--- src/rtl/cache_mem_arbiter.sv ---
// cache_mem_arbiter: shares one downstream memory port between the I-cache and D-cache,
// using an address/data two-phase handshake and returning data/dok to the granted requester.
module cache_mem_arbiter #(
    parameter int PRIO_MODE = 0
) (
    input  logic        clk,
    input  logic        resetn,
    input  logic        inst_cache_req,
    input  logic [31:0] inst_cache_addr,
    output logic [31:0] inst_cache_rdata,
    output logic        inst_cache_dok,
    input  logic        data_cache_req,
    input  logic        data_cache_wr,
    input  logic [31:0] data_cache_addr,
    input  logic [31:0] data_cache_wdata,
    output logic [31:0] data_cache_rdata,
    output logic        data_cache_dok,
    output logic        mem_req,
    output logic        mem_wr,
    output logic [1:0]  mem_size,
    output logic [31:0] mem_addr,
    output logic [31:0] mem_wdata,
    input  logic        mem_addr_ok,
    input  logic        mem_data_ok,
    input  logic [31:0] mem_rdata
);
    typedef enum logic [1:0] {IDLE, ADDR, DATA, RESP} state_t;

    state_t      state;
    logic        gnt_d;
    logic        last_d;
    logic        wr_q;
    logic [31:0] addr_q;
    logic [31:0] wdata_q;
    logic [31:0] rdata_q;
    logic        pick_d;

    // last_d == 0 means the I-cache was served last, so D wins a round-robin tie.
    always_comb pick_d = data_cache_req && (!inst_cache_req || PRIO_MODE != 0 || !last_d);

    assign mem_size         = 2'b10;
    assign mem_addr         = addr_q;
    assign mem_wr           = wr_q;
    assign mem_wdata        = wdata_q;
    assign inst_cache_rdata = rdata_q;
    assign data_cache_rdata = rdata_q;

    always_ff @(posedge clk) begin
        if (!resetn) begin
            state          <= IDLE;
            gnt_d          <= 1'b0;
            last_d         <= 1'b0;
            wr_q           <= 1'b0;
            addr_q         <= '0;
            wdata_q        <= '0;
            rdata_q        <= '0;
            mem_req        <= 1'b0;
            inst_cache_dok <= 1'b0;
            data_cache_dok <= 1'b0;
        end else begin
            inst_cache_dok <= 1'b0;
            data_cache_dok <= 1'b0;
            case (state)
                IDLE: if (inst_cache_req || data_cache_req) begin
                    gnt_d   <= pick_d;
                    addr_q  <= pick_d ? data_cache_addr : inst_cache_addr;
                    wr_q    <= pick_d && data_cache_wr;
                    wdata_q <= pick_d ? data_cache_wdata : 32'h0;
                    mem_req <= 1'b1;
                    state   <= ADDR;
                end
                ADDR: if (mem_addr_ok) begin
                    mem_req <= 1'b0;
                    if (mem_data_ok) begin
                        rdata_q        <= mem_rdata;
                        inst_cache_dok <= !gnt_d;
                        data_cache_dok <= gnt_d;
                        state          <= RESP;
                    end else begin
                        state <= DATA;
                    end
                end
                DATA: if (mem_data_ok) begin
                    rdata_q        <= mem_rdata;
                    inst_cache_dok <= !gnt_d;
                    data_cache_dok <= gnt_d;
                    state          <= RESP;
                end
                RESP: begin
                    last_d <= gnt_d;
                    state  <= IDLE;
                end
                default: state <= IDLE;
            endcase
        end
    end
endmodule
--- config.mk ---
export PLATFORM = sky130hd
export DESIGN_NAME = cache_mem_arbiter
export DESIGN_NICKNAME = d
export VERILOG_FILES = /design/src/rtl/cache_mem_arbiter.sv
export SDC_FILE = /design/constraint.sdc
export NUM_CORES = 1
export LEC_CHECK = 0
export BUFFER_PORTS_ARGS = -buffer_cell sky130_fd_sc_hd__buf_2
export CORE_MARGIN = 2
export CORE_UTILIZATION = 40
export CTS_BUF_LIST = sky130_fd_sc_hd__clkbuf_2 sky130_fd_sc_hd__clkbuf_4 sky130_fd_sc_hd__clkbuf_8
export DETAILED_ROUTE_END_ITERATION = 8
export PLACE_DENSITY = 0.89
export SYNTH_ARGS = -nofsm -noshare
export SYNTH_HDL_FRONTEND = slang
export SYNTH_SLANG_ARGS = --single-unit
--- constraint.sdc ---
create_clock -name clk -period 1.6 [get_ports clk]
set_input_delay 0.48 -clock clk [delete_from_list [all_inputs] [get_ports clk]]
set_output_delay 0.48 -clock clk [all_outputs]
set_load 0.03 [all_outputs]
==> impl_results.md, run 1 <==
- Leak: 2.88 nW
- Average cell area after synthesis: ~8.4 sq um
- Final WS setup: 88.1 ps
- HP Class: input pin to register
- Final number of setup-violating endpoints: 0
- Commonest cells post-synth: dfxtp_1 (104), o21ai_0 (66), nand2_1 (65)
- EDFF count, synth: 0
- Ys flop type: dfxtp_1
- Tcrit/Tclk final: 94.5%
- Clk root buf: clkbuf_8
- Number of library cell types mapped by synthesis: 35
- Global-route usage over all layers: 20.2%
- Yosys top cell by area: dfxtp_1
- Final Util: 55.9%
- Design Area, Final: about 0.0060 sq mm
- Crit-path cells: inv_1, ha_4, or3b_4, a31o_2, o311a_1
- Pins Over Slew Limit: 0
- ANT nets after route: 0
- Initial antenna violation count: 1
- Routed len/inst: 14.7 microns
- Via count: 4579
- Grt total ovfl: 0
- Crit path max fanout: 6
- Pre-CTS WS: -13.6 ps
- Most frequent cell after synthesis: dfxtp_1
- Part of the Yosys area used for sequential elements: 47.9%
- Port Buffers: 266
- Io pins: ~270
- CTS buffer count: 9
- CP max stage delay: between 400 and 500 ps
- Asr flop ratio synth: 0%
- Number of remaining DRC errors: 0
- Longest Clk Path Bufs: 2
- Power Dens Cells: 1760 mW/mm^2
- Placer congestion estimate: 0.815
- Multi-input gate area: between 0.0015 and 0.002 sq mm
- Yosys reg bits: 104
- Share of layout cells above drive strength 1: 43.3%
- DRT Wirelength: around 13 mm
- CP required: 1850 ps
- Post-layout nets: 874
- Core Rows: 38
- H-tree levels: 3
- Clock Latency Late Sink: 360 ps
- CTS Sinks: 104
- Synth top area share: 47.9%
- Pin count of the biggest net entering global routing: 38
- Fmax: between 600 and 700 MHz
- Startpoint types: register
- Clk slew on worst S/H paths: 110 ps
- Die Wd: between 100 and 150 microns
- Area Overhead vs Synth: 37.6%
- Starting DRC count in detailed routing: 372
- Die height: 108 microns
- Drt via density: 5.20
- CTS tree: yes
- Skew final: 11.5 ps
- # hold bufs at CTS: 0
- Status: finished clean
- # fillers: 994
- First-pass GRT wire length: 19.0 mm
- Setup Buffers After CTS: 0
- Non-Filler Instances: 880
- Cell Area, Synth: 0.00435 sq mm
- Initial core utilization: between 40% and 50%
- Crit-path slowest cell: or3b_4
- Reg area: 0.00209 sq mm
- Vias in the first global route: 4064
- Post-placement cell count: 860
- Peak supply drop: 1.18 mV
- Crit path capture type: register
- DR pass1 iterations: 4
- Placed Area: 0.00565 sq mm
- Syn_nets: 657
- Fin. Hold Viols: 0
- Core Footprint: roughly 0.011 sq mm
- Post-DP HPWL: 8.89 mm
- Post-synthesis cell count: 517
- Setup Crit Path Kind: register to register
- Max-cap viol count: 0
- Die Area: around 0.012 sq mm
- Synth warnings: 0
- Min cycle time layout: 1510 ps
- Worst Path Arrival: around 1800 ps
- Area contributors post-synth: dfxtp_1 (48%), o21ai_0 (7.6%), a32oi_1 (6.6%), buf_4 (6.0%), nand2_1 (5.6%)
==> cells in the final DEF (no fill, tap or decap), types with 2 or more instances in the layout <==
| cell type | n |
|---|---|
| inv_8 | 2 |
| clkinvlp_4 | 2 |
| buf_4 | 11 |
| clkbuf_16 | 2 |
| dfxtp_1 | 103 |
| nand3_1 | 35 |
| inv_2 | 2 |
| a31oi_1 | 32 |
| clkbuf_8 | 9 |
| buf_2 | 266 |
| a32oi_1 | 33 |
| ha_4 | 2 |
| o21ai_0 | 66 |
| ha_1 | 2 |
| buf_12 | 9 |
| nor2_1 | 35 |
| a21oi_1 | 33 |
| nand2_1 | 65 |
| inv_1 | 2 |
| conb_1 | 2 |
| nand2b_1 | 2 |
==> cell families (layout without fill, tap and decap cells) <==
logic type | Yosys count | after routing | share of synthesized area, %
simple gates | 141 | 141 | 13.6
flops | 104 | 104 | 47.9
compound gates | 175 | 175 | 24.9
buf+inv | 87 | 309 | 11.3
mux | 3 | 3 | 0.720
fa+ha+maj | 5 | 5 | 1.44
other cells | 2 | 3 | 0.173
==> per-layer routing <==
metal | part of all wire, % | vias up | track usage, %
met5 | 0 | - | 0
met4 | 1.0 | 0 | 5.77
met3 | 7.6 | 11 | 5.36
met2 | 50 | 193 | 36.4
met1 | 41 | 2142 | 23.4
li1 | - | 2233 | -
==> power breakdown <==
part	internal, W	switching (W)
Sequential	0.00323	0.000356
Clock	0.000610	0.000986
Combinational	0.00189	0.00345
Total	0.00573	0.00479
==> registers in the layout, indices dropped and copies added, names as in the netlist <==
name and count:
data_cache_rdata 32, mem_addr 32, mem_wdata 32, state 2
data_cache_dok 1, gnt_d 1, inst_cache_dok 1, last_d 1
mem_req 1, mem_wr 1
==> path summary, 6_finish.rpt <==
check,slack [ps],depth (start not counted),to,startpoint
worst min-delay path,350,3,mem_addr[17],inst_cache_addr[17]
worst max-delay path,90,5,state[0],state[0]
worst min register to register,490,2,data_cache_rdata[31],data_cache_rdata[31]
worst max register to register,90,5,state[0],state[0]
==> metrics by stage <==
step                      setup TNS [ps]  hold slack (ps)  total power, W
final                                  0              353          0.0105
after global placement                 0              455         0.00841
after floorplan                        0              436         0.00704
after global routing               -11.3              328          0.0111
after CTS                              0              333          0.0103
after detailed placement           -23.4              470         0.00850
==> cell type report <==
type,instances,area share [%]
diodes,1,0.0418
well taps,140,2.93
flip-flops and latches,104,34.9
clock buffers,9,2.07
repair buffers,289,28.0
clock inverters,7,1.19
multi-input cells,326,30.7
inverters,4,0.251
==> worst max-delay path: cells and delay by family, from the launching register on <==
kind,cells,cell delay (ps)
simple gates,1,410
flops,1,380
compound gates,2,320
fa+ha+maj,1,170
buf+inv,1,130
==> timing repair <==
item	4_1_cts	5_1_grt
setup endpoints to repair	14	52
resized for setup	3	10
gates cloned	1	2
endpoints found under the hold margin	0	0
(Power assumes the default switching activity.)
==> inputs of run 2 (changes only) <==
--- a/config.mk
+++ b/config.mk
@@ -5,9 +5,10 @@
 export SDC_FILE = /design/constraint.sdc
 export NUM_CORES = 1
 export LEC_CHECK = 0
+export ABC_AREA = 1
 export BUFFER_PORTS_ARGS = -buffer_cell sky130_fd_sc_hd__buf_2
 export CORE_MARGIN = 2
-export CORE_UTILIZATION = 40
+export CORE_UTILIZATION = 41
 export CTS_BUF_LIST = sky130_fd_sc_hd__clkbuf_2 sky130_fd_sc_hd__clkbuf_4 sky130_fd_sc_hd__clkbuf_8
 export DETAILED_ROUTE_END_ITERATION = 8
 export PLACE_DENSITY = 0.89
==> run 2 against run 1 <==
Combinational power increased by 9.4%. Synthesized area increased by 10%. Total power increased by 6.8%.
==> impl_results.md, run 2 <==
- Status: finished clean
- Cell Area, Synth: 0.00479 sq mm
- CTS Sinks: 104
- Yosys top cell by area: dfxtp_1
- CTS buffer count: 9
- Combinational share of power: 52.0%
- Skew final: 16.8 ps
- Routed len/inst: between 10 and 15 microns
- Clock Latency Late Sink: between 300 and 400 ps
- Setup TNS: 0 ps
- Post-synthesis cell count: 628
- Die Wd: around 110 microns
- Fin. Hold Viols: 0
- Die Area: roughly 0.013 sq mm
- CP top delay family: flip-flops
- Longest Clk Path Bufs: 2
- Net Sw Power: 0.00515 W
- DR pass1 iterations: 5
- Post-placement cell count: 970
- Syn_nets: 768
- Tcrit/Tclk final: approximately 92%
- Yosys reg bits: roughly 100
- CTS tree: yes
- Startpoint types: register
- DRT Wirelength: 14.1 mm
- Leak: 3.27 nW
- Crit-path slowest cell: dfxtp_2
- Crit-path cells: inv_2, ha_1, inv_1, nand2_1, nand3_2, buf_12, nand2_1, a21oi_1
- EDFF count, synth: 0
- # hold bufs at CTS: 0
- Core Rows: 39
- M1 WL: about 5.7 mm
- Most frequent cell after synthesis: nand2_1
- Synth top area share: 43.4%
- Crit path capture type: register
- Initial antenna violation count: 0
- Pins Over Slew Limit: 0
- Ys flop type: dfxtp_1
- Switching share of power: between 40 and 50%
- Internal: between 0.006 and 0.007 W
- ANT nets after route: 0
- R2R setup slack: 120 ps
- WL met2: 7.05 mm
- Most common cell on crit path: nand2_1
- Average cell area after synthesis: 7.63 sq um
- Pin count of the biggest net entering global routing: 65
- Clk pwr share: 16.3%
- CP required: 1880 ps
- Grt total ovfl: 0
- Share of layout cells above drive strength 1: 40.7%
- Initial core utilization: 42.0%
- Seq pwr share: a little under a third
- Worst Path Arrival: 1760 ps
- CP Buf/Inv Count: 3
- CP max stage delay: 390 ps
- Commonest cells post-synth: nand2_1 (175), dfxtp_1 (104), a21oi_1 (71)
- Setup Crit Path Kind: register to register
- Via count: 4944
- Post-DP HPWL: 9.36 mm
- Non-Filler Instances: 995
- Top sig layer: met4
- Io pins: 269
- Core Footprint: 0.0114 sq mm
- Number of remaining DRC errors: 0
- Crit path max fanout: 16
- N_diodes: 0
- Setup repair after global routing missed its margin: false
- Post-layout nets: just under 1000
- Die height: 112 microns
- Clk root buf: clkbuf_8
- Clk slew on worst S/H paths: 110 ps
- Port Buffers: about 270
- Placed Area: 0.00592 sq mm
- Global-route usage over all layers: 19.8%
- Final number of setup-violating endpoints: 0
- Design Area, Final: 0.00632 sq mm
- HP Class: input pin to register
- Part of the Yosys area used for sequential elements: 43.4%
- Power Dens Cells: 1780 mW/mm^2
- # fillers: 1043
- H-tree levels: 3
- Commonest non-fill, non-tap cell in the layout: buf_2
- Peak supply drop: 0.945 mV
- Max-cap viol count: 0
- First-pass GRT wire length: 20.6 mm
- Starting DRC count in detailed routing: 335
- Synth warnings: 0
- Placer congestion estimate: 0.815
- Min cycle time layout: 1480 ps
- Fmax: 676 MHz
- Area contributors post-synth: dfxtp_1 (43%), nand2_1 (14%), a21oi_1 (7.4%), buf_4 (6.4%), a21oi_2 (5.1%)
- Area Overhead vs Synth: 31.9%
- Asr flop ratio synth: 0%
- Vias in the first global route: 4420
- Number of library cell types mapped by synthesis: 21
- Metal3 WL: 1.10 mm
- Commonest cells after routing, fill and taps aside: buf_2 (266), nand2_1 (175), dfxtp_1 (102), a21oi_1 (71), inv_1 (39)
- Drt via density: 4.97
- Total chip power: 0.0112 W
-- run 2: cell count changes in the layout (fill, tap and decap cells not counted), sizes merged, moves of 3 or more --
cell / before / now
inv: 7 / 45
o21ai: 67 / 34
nand2: 65 / 177
clkbuf: 11 / 14
a21oi: 34 / 99
a32oi: 33 / 0
nand4: 1 / 33
a31oi: 32 / 0
nor2: 35 / 13
buf: 287 / 284
-- run 2: worst reg2reg max path, stage by stage, from the launching register on --
cell	delay (ps)
dfxtp_2	390
inv_2	80
ha_1	220
inv_1	70
nand2_1	120
nand3_2	160
buf_12	160
nand2_1	70
a21oi_1	140
-- run 2: stage by stage --
| step | hold slack [ps] | setup WS (ps) | util, % |
|---|---|---|---|
| 6_report | 349 | 121 | 55.4 |
| 5_1_grt | 335 | 11.4 | 55.4 |
| 4_1_cts | 335 | 27.3 | 53.8 |
| 3_5_place_dp | 433 | 53.0 | 51.9 |
| 3_3_place_gp | 427 | 109 | 51.9 |
| 2_1_floorplan | 413 | 177 | - |
-- run 2: kinds of logic after synthesis --
| family | after synthesis | share of synthesized area (%) |
|---|---|---|
| DFF | 104 | 43.4 |
| other | 2 | 0.157 |
| and+or+nand+nor | 259 | 23.8 |
| buffers and inverters | 125 | 15.2 |
| AOI/OAI and AO/OA | 133 | 16.1 |
| adders and majority gates | 5 | 1.31 |
-- run 2: final timing paths --
check / end / cells after the start / startpoint
max reg2reg: data_cache_rdata[1] / 8 / state[0]
max: data_cache_rdata[1] / 8 / state[0]
min reg2reg: inst_cache_dok / 1 / gnt_d
min: mem_wdata[26] / 3 / data_cache_wdata[26]
-- run 2: area by class of cell --
| cell class | instances | area, sq um | share of cell area, % |
|---|---|---|---|
| sequential | 104 | 2080 | 33.0 |
| multi-input combinational | 400 | 2010 | 31.8 |
| timing repair buffer | 288 | 1660 | 26.2 |
| tap | 143 | 179 | 2.83 |
| inverter | 44 | 170 | 2.69 |
| clock buffer | 10 | 131 | 2.08 |
| clock inverter | 6 | 90.1 | 1.42 |
-- run 2: what timing repair did --
action,in CTS,in global routing
setup endpoints to repair,0,97
buffers inserted,0,3
gates resized for setup,0,12
-- run 2: layer usage --
| metal | track usage, % | vias to the layer above |
|---|---|---|
| met1 | 23.2 | 2238 |
| met2 | 34.3 | 230 |
| met5 | 0 | - |
| met3 | 5.51 | 24 |
| met4 | 7.80 | 0 |
| li1 | - | 2452 |
-- run 2: power by group through the flow --
stage               combinational [W]  clock [W]  sequential, W
finish                        0.00584    0.00183        0.00356
global route                  0.00634    0.00198        0.00364
detailed placement            0.00522          0        0.00360
global placement              0.00515          0        0.00358
floorplan                     0.00305          0        0.00471
CTS                           0.00523    0.00188        0.00355
